==> src/rtl/mcu_spi_hub.sv <==
// rtl/mcu_spi_hub.sv - SPI slave hub: byte 0 selects a target, payload bytes strobe it, replies go out on MISO.
// Define MCU_SPI_HUB_ID_EN to reserve target 8'hFF as an identity responder (CORE_ID, NUM_TARGETS, zeros).
module mcu_spi_hub #(
  parameter int         NUM_TARGETS = 4,
  parameter int         SYNC_STAGES = 2,
  parameter logic [7:0] CORE_ID     = 8'h5A
) (
  input  logic                     clk,
  input  logic                     reset,
  input  logic                     spi_io_ss,
  input  logic                     spi_io_clk,
  input  logic                     spi_io_din,
  output logic                     spi_io_dout,
  output logic [NUM_TARGETS-1:0]   mcu_strobe,
  output logic                     mcu_start,
  input  logic [8*NUM_TARGETS-1:0] mcu_din,
  output logic [7:0]               mcu_dout,
  output logic [7:0]               mcu_target,
  output logic                     mcu_err
);

`ifdef MCU_SPI_HUB_ID_EN
  localparam bit ID_EN = 1'b1;
`else
  localparam bit ID_EN = 1'b0;
`endif

  logic [SYNC_STAGES-1:0] ss_sync_q, ss_sync_d;
  logic [SYNC_STAGES-1:0] sclk_sync_q, sclk_sync_d;
  logic [SYNC_STAGES-1:0] din_sync_q, din_sync_d;
  logic                   sclk_dly_q, sclk_dly_d;
  logic                   rise_q, rise_d;
  logic                   armed_q, armed_d;
  logic                   byte_done_q, byte_done_d;
  logic [2:0]             bit_cnt_q, bit_cnt_d;
  logic [3:0]             byte_cnt_q, byte_cnt_d;
  logic [7:0]             shift_q, shift_d;
  logic                   dout_q, dout_d;
  logic [NUM_TARGETS-1:0] strobe_q, strobe_d;
  logic                   start_q, start_d;
  logic                   err_q, err_d;
  logic [7:0]             mcu_dout_q, mcu_dout_d;
  logic [7:0]             mcu_target_q, mcu_target_d;

  logic       ss_s, sclk_s, din_s, sclk_fall, sclk_rise;
  logic       mapped, id_sel;
  logic [7:0] reply;

  always_comb begin
    ss_s      = ss_sync_q[SYNC_STAGES-1];
    sclk_s    = sclk_sync_q[SYNC_STAGES-1];
    din_s     = din_sync_q[SYNC_STAGES-1];
    sclk_fall = sclk_dly_q & ~sclk_s;
    sclk_rise = ~sclk_dly_q & sclk_s;
    mapped    = 32'(mcu_target_q) < NUM_TARGETS;
    id_sel    = ID_EN && (mcu_target_q == 8'hFF);
    // Reply byte is sampled live from the addressed target; byte 0 always answers zero.
    reply     = 8'h00;
    if (byte_cnt_q != 4'd0) begin
      if (mapped) begin
        for (int i = 0; i < NUM_TARGETS; i++) begin
          if (mcu_target_q == 8'(i)) reply = mcu_din[8*i +: 8];
        end
      end else if (id_sel) begin
        if (byte_cnt_q == 4'd1)      reply = CORE_ID;
        else if (byte_cnt_q == 4'd2) reply = 8'(NUM_TARGETS);
      end
    end
  end

  always_comb begin
    ss_sync_d    = {ss_sync_q[SYNC_STAGES-2:0], spi_io_ss};
    sclk_sync_d  = {sclk_sync_q[SYNC_STAGES-2:0], spi_io_clk};
    din_sync_d   = {din_sync_q[SYNC_STAGES-2:0], spi_io_din};
    sclk_dly_d   = sclk_s;
    rise_d       = sclk_rise;
    armed_d      = armed_q | ss_s;
    byte_done_d  = 1'b0;
    bit_cnt_d    = bit_cnt_q;
    byte_cnt_d   = byte_cnt_q;
    shift_d      = shift_q;
    dout_d       = dout_q;
    strobe_d     = '0;
    start_d      = 1'b0;
    err_d        = 1'b0;
    mcu_dout_d   = mcu_dout_q;
    mcu_target_d = mcu_target_q;

    // A completed byte is dispatched one cycle after its last SCLK fall.
    if (byte_done_q) begin
      if (byte_cnt_q == 4'd0) begin
        mcu_target_d = shift_q;
      end else begin
        mcu_dout_d = shift_q;
        if (mapped) begin
          for (int i = 0; i < NUM_TARGETS; i++) begin
            strobe_d[i] = (mcu_target_q == 8'(i));
          end
          start_d = (byte_cnt_q == 4'd1);
        end else if (!id_sel) begin
          err_d = 1'b1;
        end
      end
      if (byte_cnt_q != 4'd15) byte_cnt_d = byte_cnt_q + 4'd1;
    end

    // Deselect wins over any coincident SCLK edge; nothing is sampled until ss has been seen high.
    if (ss_s) begin
      bit_cnt_d  = 3'd0;
      byte_cnt_d = 4'd0;
      shift_d    = 8'h00;
      dout_d     = 1'b0;
    end else if (armed_q) begin
      if (sclk_fall) begin
        shift_d     = {shift_q[6:0], din_s};
        bit_cnt_d   = bit_cnt_q + 3'd1;
        byte_done_d = (bit_cnt_q == 3'd7);
      end
      if (rise_q) dout_d = reply[3'd7 - bit_cnt_q];
    end
  end

  always_ff @(posedge clk or posedge reset) begin
    if (reset) begin
      ss_sync_q    <= '0;
      sclk_sync_q  <= '0;
      din_sync_q   <= '0;
      sclk_dly_q   <= 1'b0;
      rise_q       <= 1'b0;
      armed_q      <= 1'b0;
      byte_done_q  <= 1'b0;
      bit_cnt_q    <= 3'd0;
      byte_cnt_q   <= 4'd0;
      shift_q      <= 8'h00;
      dout_q       <= 1'b0;
      strobe_q     <= '0;
      start_q      <= 1'b0;
      err_q        <= 1'b0;
      mcu_dout_q   <= 8'h00;
      mcu_target_q <= 8'h00;
    end else begin
      ss_sync_q    <= ss_sync_d;
      sclk_sync_q  <= sclk_sync_d;
      din_sync_q   <= din_sync_d;
      sclk_dly_q   <= sclk_dly_d;
      rise_q       <= rise_d;
      armed_q      <= armed_d;
      byte_done_q  <= byte_done_d;
      bit_cnt_q    <= bit_cnt_d;
      byte_cnt_q   <= byte_cnt_d;
      shift_q      <= shift_d;
      dout_q       <= dout_d;
      strobe_q     <= strobe_d;
      start_q      <= start_d;
      err_q        <= err_d;
      mcu_dout_q   <= mcu_dout_d;
      mcu_target_q <= mcu_target_d;
    end
  end

  assign spi_io_dout = dout_q;
  assign mcu_strobe  = strobe_q;
  assign mcu_start   = start_q;
  assign mcu_err     = err_q;
  assign mcu_dout    = mcu_dout_q;
  assign mcu_target  = mcu_target_q;

endmodule

==> config.mk <==
export PLATFORM = sky130hd
export DESIGN_NAME = mcu_spi_hub
export DESIGN_NICKNAME = d
export VERILOG_FILES = /design/src/rtl/mcu_spi_hub.sv
export SDC_FILE = /design/constraint.sdc
export NUM_CORES = 1
export LEC_CHECK = 0
export ABC_AREA = 1
export CORE_ASPECT_RATIO = 0.7
export CORE_MARGIN = 2
export CORE_UTILIZATION = 30
export CTS_BUF_LIST = sky130_fd_sc_hd__clkbuf_8
export DETAILED_ROUTE_END_ITERATION = 10
export GPL_TIMING_DRIVEN = 0
export PLACE_DENSITY = 0.58
export SLEW_MARGIN = 0
export SYNTH_ARGS = -nofsm -noshare
export SYNTH_HDL_FRONTEND = slang
export SYNTH_SLANG_ARGS = --single-unit
==> constraint.sdc <==
create_clock -name clk -period 2.7 [get_ports clk]
set_input_delay 0.675 -clock clk [delete_from_list [all_inputs] [get_ports clk]]
set_output_delay 0.675 -clock clk [all_outputs]
set_load 0.02 [all_outputs]
# After elaboration in Yosys (flattened, before gate mapping)
# Index checks and enable logic that the tools add are counted.
classes:
  addsub: 3
  order_cmp: 2
  eq_ne: 6
  n_mux: 32
  bitwise: 6
  n_reduce_logical: 13
op_table:
  columns: ["operator", "count"]
  rows:
  - ["$mux 8", 9]
  - ["$mux 4", 6]
  - ["$eq 8x2->1 const B", 2]
  - ["$mux 1", 13]
  - ["$reduce_and 2->1", 5]
  - ["$reduce_bool 2->1", 5]
  - ["$mux 3", 3]
  - ["$eq 8x1->1 const B", 1]
  - ["$logic_not 8->1", 1]
  - ["$lt 8x3->1 const B", 1]
  - ["$add 4x1->4 const B", 1]
  - ["$eq 4x1->1 const B", 1]
  - ["$logic_not 4->1", 1]
  - ["$lt 3x4->1 const B", 1]
  - ["$ne 4x4->1 const B", 1]
  - ["$reduce_bool 4->1", 1]
  - ["$add 3x1->3 const B", 1]
  - ["$bmux 1 s3", 1]
  - ["$eq 3x3->1 const B", 1]
  - ["$not 1->1", 3]
  - ["$sub 3x3->3 const A", 1]
  - ["$and 1x1->1", 2]
  - ["$or 1x1->1", 1]
totals:
  regBits: 48
  input_bits: 37
  wordCells: 78

# Depth between registers and ports, before layout
logic_depth:
  ltp_word: 12
  mapped_depth: 12

# Worst setup path after synthesis
# No wires, ideal clock.
synth_path:
  path_kind: "reg-to-reg"
  startpoint: "register mcu_target_q[4], in the netlist mcu_target[4]"
  endpoint: "register dout_q, in the netlist spi_io_dout"
  setup_time_ns: 0.117
  t_arrival_ns: 1.257
  t_required_ns: 2.583
  path_slack_ns: 1.326
  stages_incl_launch_ff: 11
  n_path_buf: 0
  synth_period_minus_slack_ns: 1.374
  path_cell_list: "dfrtp_1 nor2_1 nand2_2 nor2_8 nand3_1 nand3_1 nand3_1 nand2_1 nand2_1 nand2_1 nand2_1"
synth_via:
  elab_chain_len: 12
  word_cells_on_any_way: 16
  cone_classes: "order compare (1); eq/ne (3); mux (11); reduce/logical (1)"
synth_lines:
  columns: ["item", "line_no", "text"]
  rows:
  - ["start: declaration", "43", "logic [7:0] mcu_target_q, mcu_target_d;"]
  - ["start signal: assignment", "157", "mcu_target_q <= mcu_target_d;"]
  - ["$logic_not 8->1", "62", "if (mcu_target_q == 8'(i)) reply = mcu_din[8*i +: 8];"]
  - ["$mux 8 (4 in series)", "62", null]
  - ["$mux 8 (*)", "60", "if (mapped) begin"]
  - ["$mux 8 (*)", "59", "if (byte_cnt_q != 4'd0) begin"]
  - ["$bmux 1 s3 (*)", "119", "if (rise_q) dout_d = reply[3'd7 - bit_cnt_q];"]
  - ["$mux 1 (not written as such) (*)", "119", null]
  - ["$mux 1 (*)", "119", null]
  - ["$mux 1 (*)", "113", "end else if (armed_q) begin"]
  - ["$mux 1 (*)", "108", "if (ss_s) begin"]
  - ["end signal: assignment", "152", "dout_q <= dout_d;"]
  - ["end: declaration", "38", "logic dout_q, dout_d;"]
# Mark *: on every way between the ends. The rest lies on a longest branch, timed or not. The select of a mux whose other input is x is not followed.
# A chain may end at the register's enable or synchronous reset.

# Final worst setup path
layout_path:
  startpoint: "register mcu_target_q[0], in the netlist mcu_target[0]"
  endpoint: "output port mcu_target[0]"
layout_rtl:
  columns: ["item", "line_no", "text"]
  rows:
  - ["end: declaration", "18", "output logic [7:0] mcu_target,"]
# No word-level cell between the ends.

==> run summary <==
Status = finished clean
Worst vdd ir = 212 uV
Finished layout cell area = 3080 sq um
Design Power = 1.63 mW
Delay-heaviest family, CP = buffers and inverters
RSZ-0062 raised after global routing = false
Cell Area, Placed = 2970 sq um
Count of hold-fix buffers inserted at cts = 0
Reg power frac = 45.9%
Main area contributors after synthesis = dfrtp_1 54%, nand2_1 14%, nand3_1 5.1%, o21ai_0 5.1%, inv_1 4.9%
Worst slack, placed = 787 ps
Synth Register Bits = 48
CP max stage cell = clkdlybuf4s50_1
Synth Cell Area = 2240 sq um
Layout fillers = 702
First-pass GRT wire length = 8.93 mm
Overall Global Routing Usage = 13.8%
Final period util = 78.7%
CP Capture Type = output pin
Crit Reg-Reg Startpoint = byte_cnt_q[1]
Post-route DRC = 0
Synth Area per Inst = 8.33 sq um
Reg clk slew, reported paths = 80 ps
Worst path max stage delay = 670 ps
Post-CTS Setup Bufs = 0
Async SR Flop Fraction = 100%
Hold Crit Start = ss_sync_q[0]
Ys flop type = dfrtp_1
Largest net degree at the start of global routing = 41
Fin crit period = 2120 ps
Capture point of the worst reg-to-reg path = mcu_dout[0]
Post-synthesis sequential area ratio = 53.6%
Grt ovf = 0
Yosys cell types = 26
Post-Route WL = 5.29 mm
Crit path kind = register to output pin
CTS tree = yes
Via/cell ratio = 4.31
Die X = 107 um
Worst-path cell chain = clkdlybuf4s50_1
Hold EP = ss_sync_q[1]
Clock Latency Late Sink = 310 ps
Synth-to-layout area growth = 37.5%
PwrDens = 529 nW/um^2
Hold Path Depth = 0
Antenna Cells = 0
DP HPWL = 3.90 mm
Clock root cell = clkbuf_8
Max clock buf depth = 2
Proportion of layout cells with a drive suffix above 1 = 8.31%
Post_cts resized = 0
Syn Inst Count = 269
Yosys top cell by area = dfrtp_1
MaxCap Viol Count = 0
CTS Sinks = 48
Combinational power share = 22.6%
Slew headroom = 70.7%
CP Launch Type = register
# port buffers = 59
Avg WL per Cell = 12.2 um
Clock network fraction of total power = 31.5%
Cts bufs inserted = 5
Peak Freq = 0.471 GHz
Worst slew pin tran = 438 ps
Placeable core area = 7250 sq um
Hold Worst Slack = 353 ps
Int Pwr = 1.17 mW
Reg-to-reg slack, setup = 1020 ps
Final std cells w/o fill = 435
Leakage = 1.44 nW
Die area = 8190 sq um
Initial Util = 30.9%
Worst min-delay path category = register to register
Routed via count = 1874
Crit path arrival time = 1450 ps
Setup Skew = 8.68 ps
Sw Pwr = 0.465 mW
Initial antenna violation count = 0
Pre-antenna DRT Iters = 5
Fin Setup TNS = 0 ps
Synth top area share = 53.6%
Setup ws final = 576 ps
Fin. Hold Viols = 0
Synthesized Nets = 311
Vias in the first global route = 1812
ANT nets after route = 0
Routability Congestion = 0.739
Die Y = 76.3 um
Final Util = 42.5%
Final setup viols = 0
Buf/Inv on CP = 1
Nets = 378
YS warnings = 0
Fin. max-slew vios = 0
Sw frac = 28.5%
Critical path fanouts, max = 7
WP data required = 2030 ps
Number of flops mapped to enable cells by yosys = 0
Row cnt = 26
Iter 0 DRT Violations = 74
Max H-tree Level = 2
R2R depth = 7
Dpl cells = 427
I/O pins = 60
synthesized netlist by cell type (2+ instances only):
master / number
o21ai_0: 23
nor3_1: 3
a22oi_1: 3
inv_2: 2
inv_1: 29
nand2_1: 84
dfrtp_1: 48
nor2_1: 19
buf_2: 2
a21oi_1: 9
nor2_2: 3
nand3_1: 23
nand2_2: 2
ha_1: 5
buf_4: 2
inv_4: 2
power by group through the flow:
stage	sequential [mW]	clock (mW)	combinational, mW
global placement	0.763	0	0.366
finish	0.748	0.513	0.369
global route	0.752	0.561	0.421
CTS	0.749	0.528	0.374
detailed placement	0.763	0	0.372
floorplan	0.759	0	0.253
logic make-up (layout without fill, tap and decap cells):
family          count (synthesis)  in the layout  synth area share [%]
fa+ha+maj                       5              5                  2.79
simple gates                  140            140                  27.4
buf+inv                        39            107                  7.54
compound gates                 37             37                  8.71
flops                          48             48                  53.6
routing by layer:
metal	up-vias	GRT usage, %	wire length (um)
met5	-	0	0
met4	0	3.51	38
met3	4	4.70	327
met2	43	18.0	2070
met1	843	21.5	2860
li1	984	-	-
sequential cells by signal (all words and copies together) (netlist names):
register and cells:
mcu_start 1, mcu_err 1, byte_done_q 1, bit_cnt_q 3, armed_q 1, spi_io_dout 1, mcu_dout 8, byte_cnt_q 4
sclk_sync_q 2, mcu_target 8, sclk_dly_q 1, mcu_strobe 4, shift_q 8, rise_q 1, ss_sync_q 2, din_sync_q 2
placed cells by master, fill, tap and decap left out:
cell,count
a22oi_1,3
inv_2,3
clkinv_1,1
nand2_2,2
inv_1,29
clkdlybuf4s50_1,59
nor2_2,3
or2_2,1
a21oi_1,9
o21ai_1,1
nor3_2,1
clkbuf_8,5
dfrtp_1,48
buf_6,1
buf_4,2
nor2_1,19
a211oi_1,1
nand3_1,23
nor3_1,3
buf_2,2
buf_12,1
nor4_1,1
nand3_2,1
ha_1,5
bufinv_16,1
nor3b_2,1
clkinv_2,1
inv_4,2
nand2_1,84
o21ai_0,23
nor2_8,1
area by class of cell:
| cell class | instances | area [sq um] | share of cell area [%] |
|---|---|---|---|
| clock buffer | 5 | 68.8 | 2.23 |
| buffer | 5 | 36.3 | 1.18 |
| clock inverter | 3 | 38.8 | 1.26 |
| timing repair buffer | 60 | 611 | 19.8 |
| multi-input combinational | 182 | 871 | 28.3 |
| inverter | 34 | 133 | 4.30 |
| tap | 98 | 123 | 3.98 |
| sequential | 48 | 1200 | 39.0 |
worst max-delay path by stage:
stage / startpoint / endpoint / slack [ps] / cells past startpoint
after floorplan: reset / armed_q / 880 / 1
after global placement: reset / din_sync_q[0] / -100 / 2
after detailed placement: mcu_din[8] / spi_io_dout / 790 / 11
after CTS: mcu_target[0] / mcu_target[0] / 570 / 1
after global routing: mcu_target[0] / mcu_target[0] / 510 / 1
final: mcu_target[0] / mcu_target[0] / 580 / 1
Note: power is estimated with default switching activity, not from simulation.
